## config.mk

```make
export PLATFORM = sky130hd
export DESIGN_NAME = datapath_seq
export DESIGN_NICKNAME = d
export VERILOG_FILES = /design/src/rtl/datapath_seq_pkg.sv /design/src/rtl/datapath_seq_decode.sv /design/src/rtl/datapath_seq.sv
export SDC_FILE = /design/constraint.sdc
export NUM_CORES = 1
export LEC_CHECK = 0
export CORE_MARGIN = 3
export CORE_UTILIZATION = 52
export CTS_CLUSTER_SIZE = 30
export DETAILED_ROUTE_END_ITERATION = 12
export PLACE_DENSITY = 0.95
export SYNTH_ARGS = -nofsm -noshare
export SYNTH_HDL_FRONTEND = slang
export SYNTH_HIERARCHICAL = 1
export SYNTH_SLANG_ARGS = --single-unit
```

## constraint.sdc

```tcl
create_clock -name clk -period 3.1 [get_ports clk]
set_input_delay 0.465 -clock clk [delete_from_list [all_inputs] [get_ports clk]]
set_output_delay 0.465 -clock clk [all_outputs]
set_load 0.01 [all_outputs]
```

## src/rtl/datapath_seq_pkg.sv

```systemverilog
`default_nettype none
// ============================================================================
// Module   : datapath_seq_pkg
// Purpose  : Shared opcode constants, FSM state encoding and instruction
//            field positions for the datapath sequencer.
// Revision : 1.0 - initial release
// ============================================================================
package datapath_seq_pkg;

    // Opcodes 0x0..OPC_ALU_MAX go straight to the function unit as op_sel
    localparam logic [3:0] OPC_ALU_MAX = 4'h9;
    localparam logic [3:0] OPC_LDI     = 4'hA;
    localparam logic [3:0] OPC_IN      = 4'hB;
    localparam logic [3:0] OPC_BZ      = 4'hC;
    localparam logic [3:0] OPC_JMP     = 4'hD;
    localparam logic [3:0] OPC_NOP     = 4'hE;
    localparam logic [3:0] OPC_HALT    = 4'hF;

    // Sequencer states
    typedef enum logic [2:0] {
        ST_IDLE   = 3'd0,
        ST_FETCH  = 3'd1,
        ST_EXEC   = 3'd2,
        ST_IOWAIT = 3'd3,
        ST_HALT   = 3'd4
    } state_e;

    // Instruction word field positions: opcode | d | a | b
    localparam int IR_OPC_HI = 15;
    localparam int IR_OPC_LO = 12;
    localparam int IR_D_HI   = 11;
    localparam int IR_D_LO   = 8;
    localparam int IR_A_HI   = 7;
    localparam int IR_A_LO   = 4;
    localparam int IR_B_HI   = 3;
    localparam int IR_B_LO   = 0;
    localparam int IR_IMM_HI = 7;
    localparam int IR_IMM_LO = 0;

    function automatic logic [3:0] ir_opcode(input logic [15:0] ir);
        return ir[IR_OPC_HI:IR_OPC_LO];
    endfunction

endpackage : datapath_seq_pkg
`default_nettype wire

```

## src/rtl/datapath_seq_decode.sv

```systemverilog
`default_nettype none
// ============================================================================
// Module   : datapath_seq_decode
// Purpose  : Combinational decoder from sequencer state + instruction
//            register to datapath select lines and bus request strobes.
// Ports    : state_i, ir_i, io_ack_i in; select lines, load_en, const mux,
//            imem/io requests and busy/halted status out.
// Revision : 1.0 - initial release
// ============================================================================
module datapath_seq_decode
    import datapath_seq_pkg::*;
#(
    parameter logic [3:0] PASSB_OP = 4'd1
) (
    input  state_e      state_i,
    input  logic [15:0] ir_i,
    input  logic        io_ack_i,
    output logic        imem_req_o,
    output logic        io_req_o,
    output logic [3:0]  a_sel_o,
    output logic [3:0]  b_sel_o,
    output logic [3:0]  dest_sel_o,
    output logic        load_en_o,
    output logic [3:0]  op_sel_o,
    output logic        data_sel_o,
    output logic        const_sel_o,
    output logic [15:0] const_out_o,
    output logic        busy_o,
    output logic        halted_o
);

    logic [3:0] w_opc;
    assign w_opc = ir_opcode(ir_i);

    always_comb begin
        imem_req_o  = 1'b0;
        io_req_o    = 1'b0;
        a_sel_o     = 4'h0;
        b_sel_o     = 4'h0;
        dest_sel_o  = 4'h0;
        load_en_o   = 1'b0;
        op_sel_o    = 4'h0;
        data_sel_o  = 1'b0;
        const_sel_o = 1'b0;
        const_out_o = 16'h0000;
        busy_o      = 1'b0;
        halted_o    = 1'b0;
        case (state_i)
            ST_FETCH: begin
                imem_req_o = 1'b1;
                busy_o     = 1'b1;
            end
            ST_EXEC: begin
                busy_o = 1'b1;
                if (w_opc <= OPC_ALU_MAX) begin
                    a_sel_o    = ir_i[IR_A_HI:IR_A_LO];
                    b_sel_o    = ir_i[IR_B_HI:IR_B_LO];
                    dest_sel_o = ir_i[IR_D_HI:IR_D_LO];
                    op_sel_o   = w_opc;
                    load_en_o  = 1'b1;
                end else if (w_opc == OPC_LDI) begin
                    // Immediate enters on the b side and is passed through
                    op_sel_o    = PASSB_OP;
                    const_sel_o = 1'b1;
                    const_out_o = {8'h00, ir_i[IR_IMM_HI:IR_IMM_LO]};
                    dest_sel_o  = ir_i[IR_D_HI:IR_D_LO];
                    load_en_o   = 1'b1;
                end
            end
            ST_IOWAIT: begin
                busy_o     = 1'b1;
                io_req_o   = 1'b1;
                data_sel_o = 1'b1;
                dest_sel_o = ir_i[IR_D_HI:IR_D_LO];
                load_en_o  = io_ack_i;
            end
            ST_HALT: begin
                halted_o = 1'b1;
            end
            default: ;
        endcase
    end

endmodule : datapath_seq_decode
`default_nettype wire

```

## src/rtl/datapath_seq.sv

```systemverilog
`default_nettype none
// ============================================================================
// Module   : datapath_seq
// Purpose  : Fetch/decode/execute sequencer for the 16-register datapath.
//            Fetches instruction words over imem req/ack, drives the
//            register-file/function-unit select lines, and keeps the
//            registered zero flag used by BZ.
// Ports    : clk, rst_n, start; imem_req/addr/ack/data fetch port;
//            io_req/io_ack external data port; z flag in; a/b/dest/op
//            selects, load_en, data_sel, const_sel, const_out, busy, halted.
// Revision : 1.0 - initial release
// ============================================================================
module datapath_seq
    import datapath_seq_pkg::*;
#(
    parameter int         PC_W     = 8,
    parameter logic [3:0] PASSB_OP = 4'd1
) (
    input  logic            clk,
    input  logic            rst_n,
    input  logic            start,
    output logic            imem_req,
    output logic [PC_W-1:0] imem_addr,
    input  logic            imem_ack,
    input  logic [15:0]     imem_data,
    output logic            io_req,
    input  logic            io_ack,
    input  logic            z,
    output logic [3:0]      a_sel,
    output logic [3:0]      b_sel,
    output logic [3:0]      dest_sel,
    output logic            load_en,
    output logic [3:0]      op_sel,
    output logic            data_sel,
    output logic            const_sel,
    output logic [15:0]     const_out,
    output logic            busy,
    output logic            halted
);

    state_e          state_q, state_d;
    logic [PC_W-1:0] pc_q, pc_d;
    logic [15:0]     ir_q, ir_d;
    logic            zflag_q, zflag_d;

    logic [3:0]      w_opc;
    logic [PC_W+7:0] w_off_ext;

    assign w_opc     = ir_opcode(ir_q);
    // Branch offset is a signed byte; widen then keep the low PC_W bits so
    // the add wraps modulo 2^PC_W for any PC_W.
    assign w_off_ext = {{PC_W{ir_q[IR_IMM_HI]}}, ir_q[IR_IMM_HI:IR_IMM_LO]};

    // State register
    always_ff @(posedge clk or negedge rst_n) begin
        if (!rst_n) begin
            state_q <= ST_IDLE;
            pc_q    <= '0;
            ir_q    <= '0;
            zflag_q <= 1'b0;
        end else begin
            state_q <= state_d;
            pc_q    <= pc_d;
            ir_q    <= ir_d;
            zflag_q <= zflag_d;
        end
    end

    // Next-state logic
    always_comb begin
        state_d = state_q;
        pc_d    = pc_q;
        ir_d    = ir_q;
        zflag_d = zflag_q;
        case (state_q)
            ST_IDLE: begin
                if (start) begin
                    pc_d    = '0;
                    state_d = ST_FETCH;
                end
            end
            ST_FETCH: begin
                if (imem_ack) begin
                    ir_d    = imem_data;
                    pc_d    = pc_q + PC_W'(1);
                    state_d = ST_EXEC;
                end
            end
            ST_EXEC: begin
                state_d = ST_FETCH;
                if (w_opc <= OPC_ALU_MAX) begin
                    zflag_d = z;
                end else begin
                    case (w_opc)
                        OPC_IN:   state_d = ST_IOWAIT;
                        OPC_BZ:   if (zflag_q) pc_d = pc_q + w_off_ext[PC_W-1:0];
                        OPC_JMP:  pc_d = ir_q[PC_W-1:0];
                        OPC_HALT: state_d = ST_HALT;
                        default:  ;
                    endcase
                end
            end
            ST_IOWAIT: begin
                if (io_ack) state_d = ST_FETCH;
            end
            ST_HALT: ;
            default: state_d = ST_IDLE;
        endcase
    end

    assign imem_addr = pc_q;

    // Output logic
    datapath_seq_decode #(
        .PASSB_OP (PASSB_OP)
    ) u_seq_decode (
        .state_i     (state_q),
        .ir_i        (ir_q),
        .io_ack_i    (io_ack),
        .imem_req_o  (imem_req),
        .io_req_o    (io_req),
        .a_sel_o     (a_sel),
        .b_sel_o     (b_sel),
        .dest_sel_o  (dest_sel),
        .load_en_o   (load_en),
        .op_sel_o    (op_sel),
        .data_sel_o  (data_sel),
        .const_sel_o (const_sel),
        .const_out_o (const_out),
        .busy_o      (busy),
        .halted_o    (halted)
    );

endmodule : datapath_seq
`default_nettype wire

```

Word level (Yosys, flattened, before mapping)

Index checks and enable logic that the tools add are counted.
Widths: inputs -> output; s select.

Register bits after elaboration: 28
Logic and storage cells: 64
Output and inout bits: 47

Mux-type cells: 34
Bitwise operators: 1
$add $sub $neg: 2
Reduce and logical (&&, ||, !) cells: 7
Magnitude comparators: 1
Equality and inequality tests: 15

Operators with widths:

| cell                | number |
|---|---|
| $mux 8              | 5 |
| $mux 16             | 2 |
| $mux 4              | 8 |
| $pmux 8 s3          | 1 |
| $eq 4x4->1 const B  | 5 |
| $pmux 8 s2          | 1 |
| $pmux 3 s5          | 1 |
| $mux 3              | 4 |
| $mux 1              | 9 |
| $add 8x1->8 const B | 1 |
| $add 8x8->8         | 1 |
| $ne 2x2->1 const B  | 4 |
| $pmux 4 s2          | 1 |
| $eq 3x2->1 const B  | 2 |
| $ne 3x3->1 const B  | 2 |
| $pmux 3 s2          | 1 |
| $reduce_and 6->1    | 1 |
| $le 4x4->1 const B  | 1 |
| $reduce_and 2->1    | 2 |
| $reduce_and 4->1    | 1 |
| $eq 3x1->1 const B  | 1 |
| $eq 3x3->1 const B  | 1 |
| $logic_not 3->1     | 1 |
| $reduce_bool 3->1   | 1 |
| other kinds (3)     | 3 |

Logic depth before layout (Yosys ltp)

Word-level depth: 5
Depth in mapped cells: 9
Gate-level depth less buffers: 9

Hierarchy

The synthesis kept the hierarchy.

By module, submodules not included:

| module              | cells an instance | area an instance (sq um) | times used |
|---|---|---|---|
| datapath_seq        | 177               | 1829.3                   | 1 |
| datapath_seq_decode | 67                | 491.7                    | 1 |

Worst setup path before layout

Ideal clock, no wire load.

Path type: reg2reg
Start point: reg pc_q[0] (netlist: imem_addr[0])
End point: reg pc_q[4] (netlist: imem_addr[4])
Clock period less this slack: 1.963 ns
Library setup time: 0.121 ns
Cell stages (with the launch flop): 10
Slack: 1.137 ns
Arrival: 1.842 ns
Cells stage by stage: dfrtp_1 -> ha_1 -> inv_1 -> fa_1 -> nor2b_1 -> o21a_1 -> o21ai_0 -> a21oi_1 -> o31ai_1 -> a22o_1

Word-level cells in the longest chain between the ends: 5
Elaborated cells on any way between the ends: 7
Those cells by class: 2 x add/sub; 5 x mux

RTL lines:

| what                     | line               | RTL |
|---|---|---|
| start: declaration       | datapath_seq.sv:42 | `logic [PC_W-1:0] pc_q, pc_d;` |
| start signal: assignment | datapath_seq.sv:63 | `pc_q <= pc_d;` |
| $add 8x8->8              | datapath_seq.sv:96 | `OPC_BZ: if (zflag_q) pc_d = pc_q + w_off_ext[PC_W-1:0];` |
| $mux 8                   | datapath_seq.sv:96 |  |
| $pmux 8 s2               | datapath_seq.sv:94 | `case (w_opc)` |
| $mux 8                   | datapath_seq.sv:91 | `if (w_opc <= OPC_ALU_MAX) begin` |
| $pmux 8 s3 (*)           | datapath_seq.sv:75 | `case (state_q)` |

Every way passes the cells marked *; elsewhere a longest branch is shown, timed or not. The select of a mux whose other input is x is not followed.
A chain may end at the register's enable or synchronous reset.

Worst setup path after layout

Start point: reg state_q[0]
End point: out op_sel[1]

Word-level cells in the longest chain between the ends: 2

RTL lines:

| what                     | line                      | RTL |
|---|---|---|
| start: declaration       | datapath_seq.sv:41        | `state_e state_q, state_d;` |
| start signal: assignment | datapath_seq.sv:62        | `state_q <= state_d;` |
| $eq 3x2->1               | datapath_seq_decode.sv:48 | `case (state_i)` |
| $mux 4                   | datapath_seq_decode.sv:48 |  |
| end: declaration         | datapath_seq.sv:33        | `output logic [3:0] op_sel,` |

No other way between the ends.

==> results.json <==
{
  "ys_async_sr_fraction_pct": 100,
  "hold_end": "ir_q[10]",
  "clk_pin_slew_ns": 0.10,
  "htreeDepth": 1,
  "seqCellArea_um2": 701,
  "multi_input_area_um2": 1400,
  "use_met1_pct": 28.5,
  "postCtsSetupBuffers": 0,
  "postRouteAntennaNets": 0,
  "grt_busiest_layer": "met2",
  "grt-ovfl-total": 0,
  "finalHoldViolations": 0,
  "rrSetupSlack_ns": 0.87,
  "min_path_cells": 1,
  "nNetsFinal": 329,
  "yosysWarnings": 6,
  "dieHeight_um": 72.8,
  "remaining_drc_errors": 0,
  "core_um2": 4140,
  "synthTopCellsByArea": "dfrtp_1 (30%), nor3_2 (7.3%), mux2_4 (5.2%)",
  "min_period_ns": 2.76,
  "cts_buffers": 3,
  "ys_seq_area_share_pct": 30.2,
  "syn_to_final_growth_pct": 26.4,
  "synthCells": 244,
  "fin_skew_ns": 0.00662,
  "ir_drop_uv": 520,
  "start_util_pct": 56.0,
  "nFillCells": 327,
  "power.share.combinational_pct": 60.1,
  "grt_pass1_vias": 1953,
  "ys.flop_type": "dfrtp_1",
  "grt_use_total_pct": 22.0,
  "setup_viol": 0,
  "insertion_delay_ns": 0.28,
  "die_area_um2": 5300,
  "r2r-start": "imem_addr[0]",
  "synth_top_area_share_pct": 30.2,
  "io_pins": 69,
  "vias_per_cell": 5.99,
  "finalMaxSlewViolations": 0,
  "max_freq_ghz": 0.362,
  "root_buffer": "clkbuf_8",
  "die_w_um": 72.8,
  "power.density_nw_per_um2": 959,
  "synth_area_um2": 2320,
  "hp-class": "register to register",
  "worst_r2r_endpoint": "imem_addr[4]",
  "avgSynthCellArea_um2": 9.51,
  "wirelength_mm": 5.82,
  "grt_max_degree": 29,
  "reg2regPathDepth": 9,
  "cts_buffer_depth": 2,
  "dpl.hpwl_mm": 4.40,
  "grt_pass1_wl_mm": 9.20,
  "grt_use_met3_pct": 3.99,
  "tritoncts": "yes",
  "leakage_nw": 1.18,
  "layout.cells.non_filler": 347,
  "ys_ff_latch": 28,
  "crit_fanout": 21,
  "internal-power_mw": 1.52,
  "cap_viol_max_count": 0,
  "setup-tns-final_ns": 0,
  "start_kind": "register",
  "drive_above_1_share_pct": 18.5,
  "dpl.cell_count": 343,
  "p_seq_share_pct": 29.5,
  "pwr-share-clk_pct": 10.4,
  "switchingPower_mw": 1.30,
  "numPortBuffers": 60,
  "synth_top_area_cell": "dfrtp_1",
  "cts_sinks": 28,
  "critPathRequiredTime_ns": 2.63,
  "routedWlPerCell_um": 16.8,
  "synth_cell_types": 63,
  "period_share_pct": 89.0,
  "worst_ep_arrival_time_ns": 2.29,
  "relSlewSlack_pct": 62.2,
  "synth_edf_count": 0,
  "antenna_found_initial": 0,
  "cts_hold_buffers": 0,
  "fp-row-count": 23,
  "vias": 2078,
  "outcome": "completed",
  "drtIter0Drc": 160,
  "synthTopCellsByCount": "dfrtp_1 (28), inv_1 (21), nor2_1 (21)",
  "insertedDiodeCount": 0,
  "dr.pass1.iters": 5,
  "synth_most_common_cell": "dfrtp_1",
  "rsz0062_at_grt": "false",
  "crit_type": "register to output port",
  "min-delay-start": "ir_q[10]",
  "grtUsageMet2_pct": 37.9,
  "netSwitchingFraction_pct": 46.1,
  "worstMarginPinSlew_ns": 0.566,
  "cts_resized": 0,
  "endpoint_kind": "output port",
  "place.gp.congestion": 0.917
}
## cell usage in the layout (no fill, tap or decap), types with 2 or more instances in the layout
cell              n
nand3_1           4
o31ai_1           2
o32ai_1           2
clkbuf_8          3
dfrtp_1          28
nand2_2           2
a211oi_1          7
ha_1              8
mux2_2            8
mux2_4            8
a22oi_1           2
nor3b_2           2
inv_1            21
a21oi_1          11
nand2b_1          2
buf_4             2
nor3_2           17
mux2i_1           4
and2_1            2
a22o_1            3
a221o_1           2
nor2_1           21
clkdlybuf4s50_1  60
conb_1            8
a21o_1            3
nor2b_1           4
nand2_1           9
o21ai_0          11
nor3_1            5
inv_2             2
o21a_1            3
## worst max path at each step
stage / startpoint / to / cells after the start
2_1_floorplan: imem_addr[0] / imem_addr[4] / 9
3_3_place_gp: state_q[0] / op_sel[1] / 3
3_5_place_dp: state_q[0] / op_sel[1] / 3
4_1_cts: state_q[0] / op_sel[1] / 3
5_1_grt: state_q[0] / op_sel[1] / 3
6_report: state_q[0] / op_sel[1] / 3
## area by class of cell
type / count / area share [%]
multi-input combinational: 180 / 47.6
tap: 50 / 2.13
clock inverter: 1 / 1.02
sequential: 28 / 23.9
timing repair buffer: 62 / 21.0
inverter: 23 / 2.94
clock buffer: 3 / 1.41
## metrics by stage
step / hold slack (ns) / utilization, % / power [mW] / cell area [µm²] / worst slack, ns
6_report: 0.521 / 70.8 / 2.81 / 2930 / 0.340
5_1_grt: 0.536 / 70.8 / 3.02 / 2930 / 0.224
4_1_cts: 0.522 / 70.8 / 2.80 / 2930 / 0.328
3_5_place_dp: 0.493 / 69.1 / 2.49 / 2860 / 0.649
3_3_place_gp: 0.489 / 69.1 / 2.41 / 2860 / 0.678
2_1_floorplan: 0.169 / - / 2.02 / 2350 / 1.14
## critical path: stages, from the launching register on
cell and delay [ns]:
dfrtp_1 0.59, or3b_4 0.62, nor3b_1 0.24, clkdlybuf4s50_1 0.56
## state kept, by name, indices dropped and copies added, names as in the netlist
name	cells
ir_q	16
imem_addr	8
state_q	3
zflag_q	1
## cells by family (layout without fill, tap and decap cells)
| logic type | after synthesis | count (layout) | synth area share, % |
|---|---|---|---|
| AO/OA/AOI/OAI | 56 | 56 | 17.2 |
| adder cells (fa/ha/maj) | 9 | 9 | 5.18 |
| buffers and inverters | 43 | 89 | 10.8 |
| flip-flops | 28 | 28 | 30.2 |
| other | 1 | 8 | 0.162 |
| XOR/XNOR | 2 | 2 | 0.755 |
| multiplexers | 20 | 20 | 10.8 |
| AND/OR/NAND/NOR | 85 | 85 | 25.0 |
## power groups by stage
stage                     Combinational (mW)  Sequential, mW  Clock (mW)
after detailed placement                1.67           0.824           0
after floorplan                         1.30           0.724           0
after global placement                  1.60           0.808           0
after CTS                               1.68           0.817       0.295
final                                   1.69           0.830       0.292
after global routing                    1.86           0.859       0.306
## layer usage
layer  vias up  share of wire [%]
met1       971                 41
li1        967                  -
met2       122                 49
met5         -                  0
met4         0                1.6
met3        18                8.4
Power figures use the tool's default switching activity.
